### src/rtl/hbridge_pkg.sv
// Shared types and saturating arithmetic helpers for the multi-channel H-bridge controller.
package hbridge_pkg;

  typedef enum logic [1:0] {
    IDLE  = 2'd0,
    DEAD  = 2'd1,
    DRIVE = 2'd2
  } hb_state_t;

  typedef enum logic {
    DIR_FWD = 1'b0,
    DIR_REV = 1'b1
  } hb_dir_t;

  // Counters are carried through these helpers at 32 bits; callers cast back to their width.
  function automatic logic [31:0] sat_add(input logic [31:0] a, input logic [31:0] b,
                                          input logic [31:0] max_val);
    logic [32:0] sum;
    sum = {1'b0, a} + {1'b0, b};
    if (sum > {1'b0, max_val}) return max_val;
    return sum[31:0];
  endfunction

  function automatic logic [31:0] sat_inc(input logic [31:0] a, input logic [31:0] max_val);
    if (a >= max_val) return max_val;
    return a + 32'd1;
  endfunction

endpackage

### src/rtl/hbridge_channel.sv
// One H-bridge channel: dead-time insertion, flyback hold-off and registered gate enables.
// Optional fault latching is compiled in with HB_FAULT_LATCH_EN.
//
//  state | meaning
//  IDLE  | all gates off; fly_cnt bleeds down toward 0
//  DEAD  | all gates off; dead_cnt counts the break-before-make gap
//  DRIVE | one diagonal pair on; on_cnt measures coil charge time
//
// Gate enables are registered from the current state, so they trail the state by one edge.
// DEAD is left one edge early to compensate, giving Q rise DEAD_CYC+1 edges after acceptance.
module hbridge_channel
  import hbridge_pkg::*;
#(
  parameter int CNT_W      = 10,
  parameter int DEAD_CYC   = 2,
  parameter int FLY_MARGIN = 4
) (
  input  logic clk,
  input  logic rst,
  input  logic en,
  input  logic in_fwd,
  input  logic in_rev,
  input  logic fault_clr,
  output logic q1,
  output logic q2,
  output logic q3,
  output logic q4,
  output logic busy,
  output logic fault
);

  localparam int          DEAD_W  = (DEAD_CYC > 0) ? $clog2(DEAD_CYC + 1) : 1;
  localparam logic [31:0] CNT_MAX = 32'((64'd1 << CNT_W) - 64'd1);

  hb_state_t        state, state_nxt;
  hb_dir_t          dir, dir_nxt, last_dir, last_dir_nxt, req_dir;
  logic [CNT_W-1:0] on_cnt, on_nxt, fly_cnt, fly_nxt, on_inc, fly_exit;
  logic [DEAD_W-1:0] dead_cnt, dead_nxt;
  logic             both, one_req, hold, valid;
  logic             q_fwd, q_rev;

  // Request qualification and next-state/counter computation.
  always_comb begin
    both         = in_fwd & in_rev;
    one_req      = en & (in_fwd ^ in_rev);
    req_dir      = in_rev ? DIR_REV : DIR_FWD;
    hold         = one_req && (req_dir == dir);
    valid        = one_req && ((req_dir == last_dir) || (fly_cnt == '0)) && !fault;
    on_inc       = CNT_W'(sat_inc(32'(on_cnt), CNT_MAX));
    fly_exit     = CNT_W'(sat_add(32'(on_inc), 32'(FLY_MARGIN), CNT_MAX));
    state_nxt    = state;
    dir_nxt      = dir;
    last_dir_nxt = last_dir;
    on_nxt       = on_cnt;
    fly_nxt      = fly_cnt;
    dead_nxt     = dead_cnt;
    case (state)
      IDLE: begin
        if (fly_cnt != '0) fly_nxt = fly_cnt - CNT_W'(1);
        if (valid) begin
          dir_nxt  = req_dir;
          dead_nxt = DEAD_W'(DEAD_CYC);
          if (DEAD_CYC == 0) state_nxt = DRIVE;
          else               state_nxt = DEAD;
          // Same direction: residual coil current counts as already-accumulated on-time.
          if (req_dir == last_dir) begin
            on_nxt  = fly_cnt;
            fly_nxt = '0;
          end else begin
            on_nxt = '0;
          end
        end
      end
      DEAD: begin
        if (!hold) begin
          state_nxt = IDLE;
          fly_nxt   = on_cnt;
        end else if (dead_cnt <= DEAD_W'(1)) begin
          state_nxt = DRIVE;
          dead_nxt  = '0;
        end else begin
          dead_nxt = dead_cnt - DEAD_W'(1);
        end
      end
      DRIVE: begin
        on_nxt = on_inc;
        if (!hold) begin
          state_nxt    = IDLE;
          fly_nxt      = fly_exit;
          last_dir_nxt = dir;
        end
      end
      default: state_nxt = IDLE;
    endcase
  end

  // State, counters and registered gate enables.
  always_ff @(posedge clk) begin
    if (rst) begin
      state    <= IDLE;
      dir      <= DIR_FWD;
      last_dir <= DIR_FWD;
      on_cnt   <= '0;
      fly_cnt  <= '0;
      dead_cnt <= '0;
      q_fwd    <= 1'b0;
      q_rev    <= 1'b0;
    end else begin
      state    <= state_nxt;
      dir      <= dir_nxt;
      last_dir <= last_dir_nxt;
      on_cnt   <= on_nxt;
      fly_cnt  <= fly_nxt;
      dead_cnt <= dead_nxt;
      q_fwd    <= (state == DRIVE) && (dir == DIR_FWD);
      q_rev    <= (state == DRIVE) && (dir == DIR_REV);
    end
  end

  assign q1   = q_fwd;
  assign q4   = q_fwd;
  assign q3   = q_rev;
  assign q2   = q_rev;
  assign busy = (state != IDLE) || (fly_cnt != '0);

`ifdef HB_FAULT_LATCH_EN
  logic fault_q, fault_set;

  // Conflicting requests or a reversal attempt during flyback latch a fault.
  always_comb begin
    fault_set = both ||
                ((state == IDLE) && one_req && (req_dir != last_dir) && (fly_cnt != '0));
  end

  // Sticky fault flag; clearing is only honoured once both requests have been released.
  always_ff @(posedge clk) begin
    if (rst)                                   fault_q <= 1'b0;
    else if (fault_set)                        fault_q <= 1'b1;
    else if (fault_clr && !in_fwd && !in_rev)  fault_q <= 1'b0;
  end

  assign fault = fault_q;
`else
  logic unused_fault_clr;
  logic unused_both;
  assign unused_fault_clr = fault_clr;
  assign unused_both      = both;
  assign fault            = 1'b0;
`endif

endmodule

### src/rtl/hbridge_multi_controller.sv
// N_CH independent H-bridge channels sharing clock, reset and the fault-clear strobe.
// Optional fault latching is compiled in with HB_FAULT_LATCH_EN.
module hbridge_multi_controller
  import hbridge_pkg::*;
#(
  parameter int N_CH       = 4,
  parameter int CNT_W      = 10,
  parameter int DEAD_CYC   = 2,
  parameter int FLY_MARGIN = 4
) (
  input  logic            clk,
  input  logic            rst,
  input  logic [N_CH-1:0] en,
  input  logic [N_CH-1:0] in_fwd,
  input  logic [N_CH-1:0] in_rev,
  input  logic            fault_clr,
  output logic [N_CH-1:0] q1,
  output logic [N_CH-1:0] q2,
  output logic [N_CH-1:0] q3,
  output logic [N_CH-1:0] q4,
  output logic [N_CH-1:0] busy,
  output logic [N_CH-1:0] fault
);

  for (genvar ch = 0; ch < N_CH; ch++) begin : g_ch
    hbridge_channel #(
      .CNT_W      (CNT_W),
      .DEAD_CYC   (DEAD_CYC),
      .FLY_MARGIN (FLY_MARGIN)
    ) u_ch (
      .clk       (clk),
      .rst       (rst),
      .en        (en[ch]),
      .in_fwd    (in_fwd[ch]),
      .in_rev    (in_rev[ch]),
      .fault_clr (fault_clr),
      .q1        (q1[ch]),
      .q2        (q2[ch]),
      .q3        (q3[ch]),
      .q4        (q4[ch]),
      .busy      (busy[ch]),
      .fault     (fault[ch])
    );
  end

endmodule

### config.mk
export PLATFORM = sky130hd
export DESIGN_NAME = hbridge_multi_controller
export DESIGN_NICKNAME = d
export VERILOG_FILES = /design/src/rtl/hbridge_pkg.sv /design/src/rtl/hbridge_channel.sv /design/src/rtl/hbridge_multi_controller.sv
export SDC_FILE = /design/constraint.sdc
export NUM_CORES = 1
export LEC_CHECK = 0
export CORE_MARGIN = 5
export CORE_UTILIZATION = 57
export CTS_BUF_LIST = sky130_fd_sc_hd__clkbuf_8
export DETAILED_ROUTE_END_ITERATION = 6
export PLACE_DENSITY = 0.78
export SLEW_MARGIN = 20
export SYNTH_ARGS = -nofsm -noshare
export SYNTH_HDL_FRONTEND = slang
export SYNTH_HIERARCHICAL = 1
export SYNTH_SLANG_ARGS = --single-unit
### constraint.sdc
create_clock -name clk -period 5.5 [get_ports clk]
set_input_delay 1.375 -clock clk [delete_from_list [all_inputs] [get_ports clk]]
set_output_delay 1.375 -clock clk [all_outputs]
set_load 0.05 [all_outputs]
Yosys cells after proc, flatten, opt, wreduce, memory -nomap -nowiden:

Index checks and enable logic that the tools add are counted.

* flip-flop bits (word level): 112
* input port bits: 15
* output and inout bits: 24
* word-level logic and storage cells: 288

* $add $sub $neg: 16
* order comparisons: 12
* eq/ne operators: 36
* multiplexer cells: 100
* bitwise gates (word level): 16
* reductions and logical operators: 76

Operators by type and width (number)
* 2-to-1 mux 10 bit: 44
* one-hot mux 10 bit (3 select lines): 4
* one-hot mux 10 bit (2 select lines): 4
* 2-to-1 mux 2 bit: 28
* adder 10 x 3 -> 11 bit (second input constant): 4
* > comparator 11 x 10 -> 1 bit (second input constant): 4
* adder 10 x 1 -> 10 bit (second input constant): 4
* >= comparator 10 bit (second input constant): 4
* zero test 10 bit: 4
* nonzero test 10 bit: 4
* subtractor 10 x 1 -> 10 bit (second input constant): 4
* AND reduction 3 bit: 12
* one-hot mux 2 bit (3 select lines): 4
* AND reduction 2 bit: 12
* nonzero test 2 bit: 12
* logical AND 1 bit: 16
* != test 2 x 1 -> 1 bit (second input constant): 8
* != test 2 bit (second input constant): 8
* one-hot mux 2 bit (2 select lines): 4
* 2-to-1 mux 1 bit: 12
* != test 3 bit (second input constant): 4
* nonzero test 3 bit: 4
* == test 1 bit: 8
* == test 2 x 1 -> 1 bit (second input constant): 4
* other kinds (8): 40

Logic depth before layout (Yosys ltp):

* depth in word-level cells: 9
* gate-level depth with buffers: 14
* gate-level depth less buffers: 11

Hierarchy:

Netlist, hierarchy kept.

By module, submodules not included
* hbridge_channel at g_ch[0].u_ch ...: instances 3, cells an instance 316, area an instance 2309.7 um^2, sequential area each 560.5 um^2
* hbridge_channel at g_ch[3].u_ch: instances 1, cells an instance 338, area an instance 2539.9 um^2, sequential area each 560.5 um^2

Worst setup path after synthesis:

OpenSTA, ideal clock, no wires.

* path type: reg2out
* start: register g_ch[3].u_ch.fly_cnt[0]
* end: output port busy[3]
* arrival: 1858 ps
* data required time: 4125 ps
* path slack: 2267 ps
* cell stages (with the launch flop): 7
* path through: dfxtp_1 inv_1 ha_1 or4b_1 buf_2 nor3_2 nand2_1

* cells in the longest elaborated chain, start to end: 2

Ends and longest elaborated chain
* start, declared: RTL line hbridge_channel.sv:37 `logic [CNT_W-1:0] on_cnt, on_nxt, fly_cnt, fly_nxt, on_inc, fly_exit;`
* start signal, assigned: RTL line hbridge_channel.sv:113 `fly_cnt <= fly_nxt;`
* nonzero test 10 bit: RTL line hbridge_channel.sv:124 `assign busy = (state != IDLE) || (fly_cnt != '0);`
* logical OR 1 bit: RTL line hbridge_channel.sv:124
* end, declared: RTL line hbridge_multi_controller.sv:21 `output logic [N_CH-1:0] busy,`

Every way passes these cells.

Worst setup path in the final report:

Ends and elaborated chain as after synthesis.

==> impl_metrics.json <==
{
  "status": "finished, final reports clean",
  "critical_path.cell_chain": "inv_1, ha_1, or4b_1, nor3_2, nand2_1, clkdlybuf4s50_1",
  "fin_skew_ps": 15.14,
  "leakage_uw": 0.003554,
  "dieArea_um2": 19290,
  "slowest_stage": "clkdlybuf4s50_1",
  "hold_viol_final": 0,
  "cts_buffer_depth": 2,
  "maxCapViolations": 0,
  "ir_worst_vdd_v": 0.0003361,
  "finalSetupViolations": 0,
  "fin_nets": 1285,
  "vias": 9476,
  "crit_path_start_kind": "register",
  "dieHeight_um": 138.9,
  "worst_pin_slew_ps": 1044,
  "cts_tree": "built",
  "wl_mm": 24.00,
  "dpl.hpwl_mm": 16.67,
  "worstPathArrival_ps": 3000,
  "fmax_ghz": 0.2287,
  "final_common_cell": "nor2_1",
  "slew_violations": 0,
  "p_int_uw": 1893,
  "cts.sinks": 112,
  "cts_setup_buffers": 0,
  "r2r-start": "g_ch[3].u_ch/on_cnt[0]$_SDFFE_PP0P_",
  "antenna_found_initial": 0,
  "postPlaceCellArea_um2": 9604,
  "num_rows": 47,
  "yosysSeqAreaShare": 0.2368,
  "synthArstFlopShare": 0,
  "min_from": "g_ch[2].u_ch/dead_cnt[1]$_SDFFE_PP0P_",
  "area_growth_syn_to_layout_pct": 3.303,
  "clkSlewWorstSetupHoldPaths_ps": 110,
  "io_buffers": 33,
  "switching_share": 0.4597,
  "cp-end-kind": "output port",
  "grt_first_pass_wirelength_mm": 40.45,
  "route.detailed.drc": 0,
  "p_seq_frac": 0.329,
  "pwr-share-comb": 0.535,
  "syn_inst": 1286,
  "worst-r2r-setup-slack_ps": 1500,
  "start_util": 0.5751,
  "finalPower_uw": 3504,
  "synthesis.nets": 1333,
  "r2r_end": "g_ch[3].u_ch/fly_cnt[6]$_SDFFE_PP0P_",
  "crit_family": "simple AND/OR/NAND/NOR gates",
  "cts_resized": 0,
  "cts_root_buf": "clkbuf_8",
  "antenna_cells": 0,
  "syn_area_um2": 9469,
  "via_per_inst": 6.477,
  "yosys-top-cells-area": "dfxtp_1, nor2_1, a21oi_1",
  "hold_end": "g_ch[2].u_ch/dead_cnt[1]$_SDFFE_PP0P_",
  "cts_inserted_buffers": 9,
  "yosysTopAreaCell": "dfxtp_1",
  "first_global_vias": 8363,
  "path_class": "register to output port",
  "dr.first_iter.drc_count": 923,
  "slowest_delay_ps": 720,
  "rsz0062_at_grt": "false",
  "min_path_cells": 2,
  "ant_nets": 0,
  "htreeDepth": 3,
  "yosysUniqueCellTypes": 81,
  "grt_usage": 0.2391,
  "hp-class": "register to register",
  "synth_warnings": 6,
  "synth.top_cell.area_share": 0.2368,
  "worst-path-buf-inv": 2,
  "drive_gt1_frac": 0.05792,
  "first_pass_iters": 5,
  "min_period_ps": 4373,
  "final_cell_mix": "nor2_1, a21oi_1, dfxtp_1",
  "stdcell_area_um2": 9782,
  "synth_edf_count": 0,
  "slew_headroom": 0.3037,
  "post-route-period-util": 0.7951,
  "synthFlopType": "dfxtp_1",
  "wl_per_cell_um": 16.40,
  "fin_tns_setup_ps": 0,
  "gp_congestion": 0.9584,
  "coreArea_um2": 16470,
  "cp_data_required_time_ps": 4120,
  "r2r_cells": 10,
  "p_sw_uw": 1611,
  "cp_max_fo": 8,
  "clkPwrFrac": 0.136,
  "synth-seq-cells": 112,
  "avgSynthCellArea_um2": 7.363,
  "n_fill_cell": 1545,
  "cp.depth": 6,
  "grt_max_degree": 96,
  "ios": 39,
  "worst_skew_pair.late_latency_ps": 400,
  "cts_hold_buf": 0,
  "chipWidth_um": 138.9,
  "p_per_area_nw_per_um2": 358.2,
  "grt_overflow": 0
}
==> flip-flops by register name, summed over array words and instances, names as in the netlist <==
signal,cells
g_ch.u_ch/q1,4
g_ch.u_ch/on_cnt,40
g_ch.u_ch/last_dir,4
g_ch.u_ch/dir,4
g_ch.u_ch/state,8
g_ch.u_ch/q2,4
g_ch.u_ch/dead_cnt,8
g_ch.u_ch/fly_cnt,40
==> power by group through the flow <==
stage	Sequential (uW)	Clock [uW]	Combinational, uW
5_1_grt	1170	535	2080
2_1_floorplan	1080	0	1550
3_3_place_gp	1160	0	1800
4_1_cts	1140	501	1850
6_report	1150	477	1880
3_5_place_dp	1160	0	1840
==> worst min-delay path: stages (launching register included) <==
cell,delay (ps)
dfxtp_1,350
o31ai_1,70
a21oi_1,60
==> metrics by stage <==
step | setup slack [ps] | hold WS [ps] | utilization | instances
floorplan | 2267 | 469.9 | - | 1286
global placement | 1626 | 487.4 | 0.5833 | 1447
detailed placement | 1587 | 490.5 | 0.5833 | 1447
CTS | 1118 | 512.2 | 0.5941 | 1463
global route | 997.9 | 538.4 | 0.5941 | 1463
finish | 1127 | 511.0 | 0.5941 | 1463
==> logic make-up (layout without fill, tap and decap cells) <==
logic type	after synthesis	count (layout)	share of synthesized area
flip-flops	112	112	0.2368
other	4	4	0.001585
buffers and inverters	155	112	0.07637
XOR/XNOR	39	39	0.03766
AO/OA/AOI/OAI	445	445	0.3163
multiplexers	23	23	0.02497
adder cells (fa/ha/maj)	32	32	0.04228
AND/OR/NAND/NOR	476	476	0.2640
==> metal layers <==
layer / track usage / part of all wire / vias to the layer above
li1: - / - / 4654
met1: 0.3287 / 0.46 / 4451
met2: 0.3874 / 0.47 / 344
met3: 0.04276 / 0.061 / 27
met4: 0.06591 / 0.012 / 0
met5: 0 / 0 / -
==> layout make-up <==
class | count | area [um^2] | area share
multi-input cells | 1019 | 6504 | 0.6649
flip-flops and latches | 112 | 2242 | 0.2292
repair buffers | 38 | 365.4 | 0.03735
well taps | 220 | 275.3 | 0.02814
inverters | 58 | 217.7 | 0.02226
clock buffers | 10 | 137.6 | 0.01407
clock inverters | 6 | 40.04 | 0.004093
==> worst max-delay path by stage <==
stage,from,endpoint
after floorplan,g_ch[3].u_ch/fly_cnt[0]$_SDFFE_PP0P_,busy[3]
after global placement,g_ch[3].u_ch/fly_cnt[0]$_SDFFE_PP0P_,busy[3]
after detailed placement,g_ch[3].u_ch/fly_cnt[0]$_SDFFE_PP0P_,busy[3]
after CTS,g_ch[3].u_ch/fly_cnt[0]$_SDFFE_PP0P_,busy[3]
after global routing,g_ch[3].u_ch/fly_cnt[0]$_SDFFE_PP0P_,busy[3]
final,g_ch[3].u_ch/fly_cnt[0]$_SDFFE_PP0P_,busy[3]
==> synth_stat cells, drive strengths merged, types with 18 or more instances <==
| cell type | count |
|---|---|
| ha | 32 |
| a211oi | 31 |
| a21oi | 130 |
| xor2 | 18 |
| clkbuf | 51 |
| dfxtp | 112 |
| nand2b | 18 |
| inv | 55 |
| xnor2 | 21 |
| nor3 | 40 |
| nor2 | 170 |
| mux2i | 18 |
| a31oi | 30 |
| nand2 | 73 |
| buf | 46 |
| a22oi | 20 |
| nand3 | 34 |
| o21ai | 80 |
| a221oi | 31 |
No activity file was read; power rests on OpenSTA's default activity.
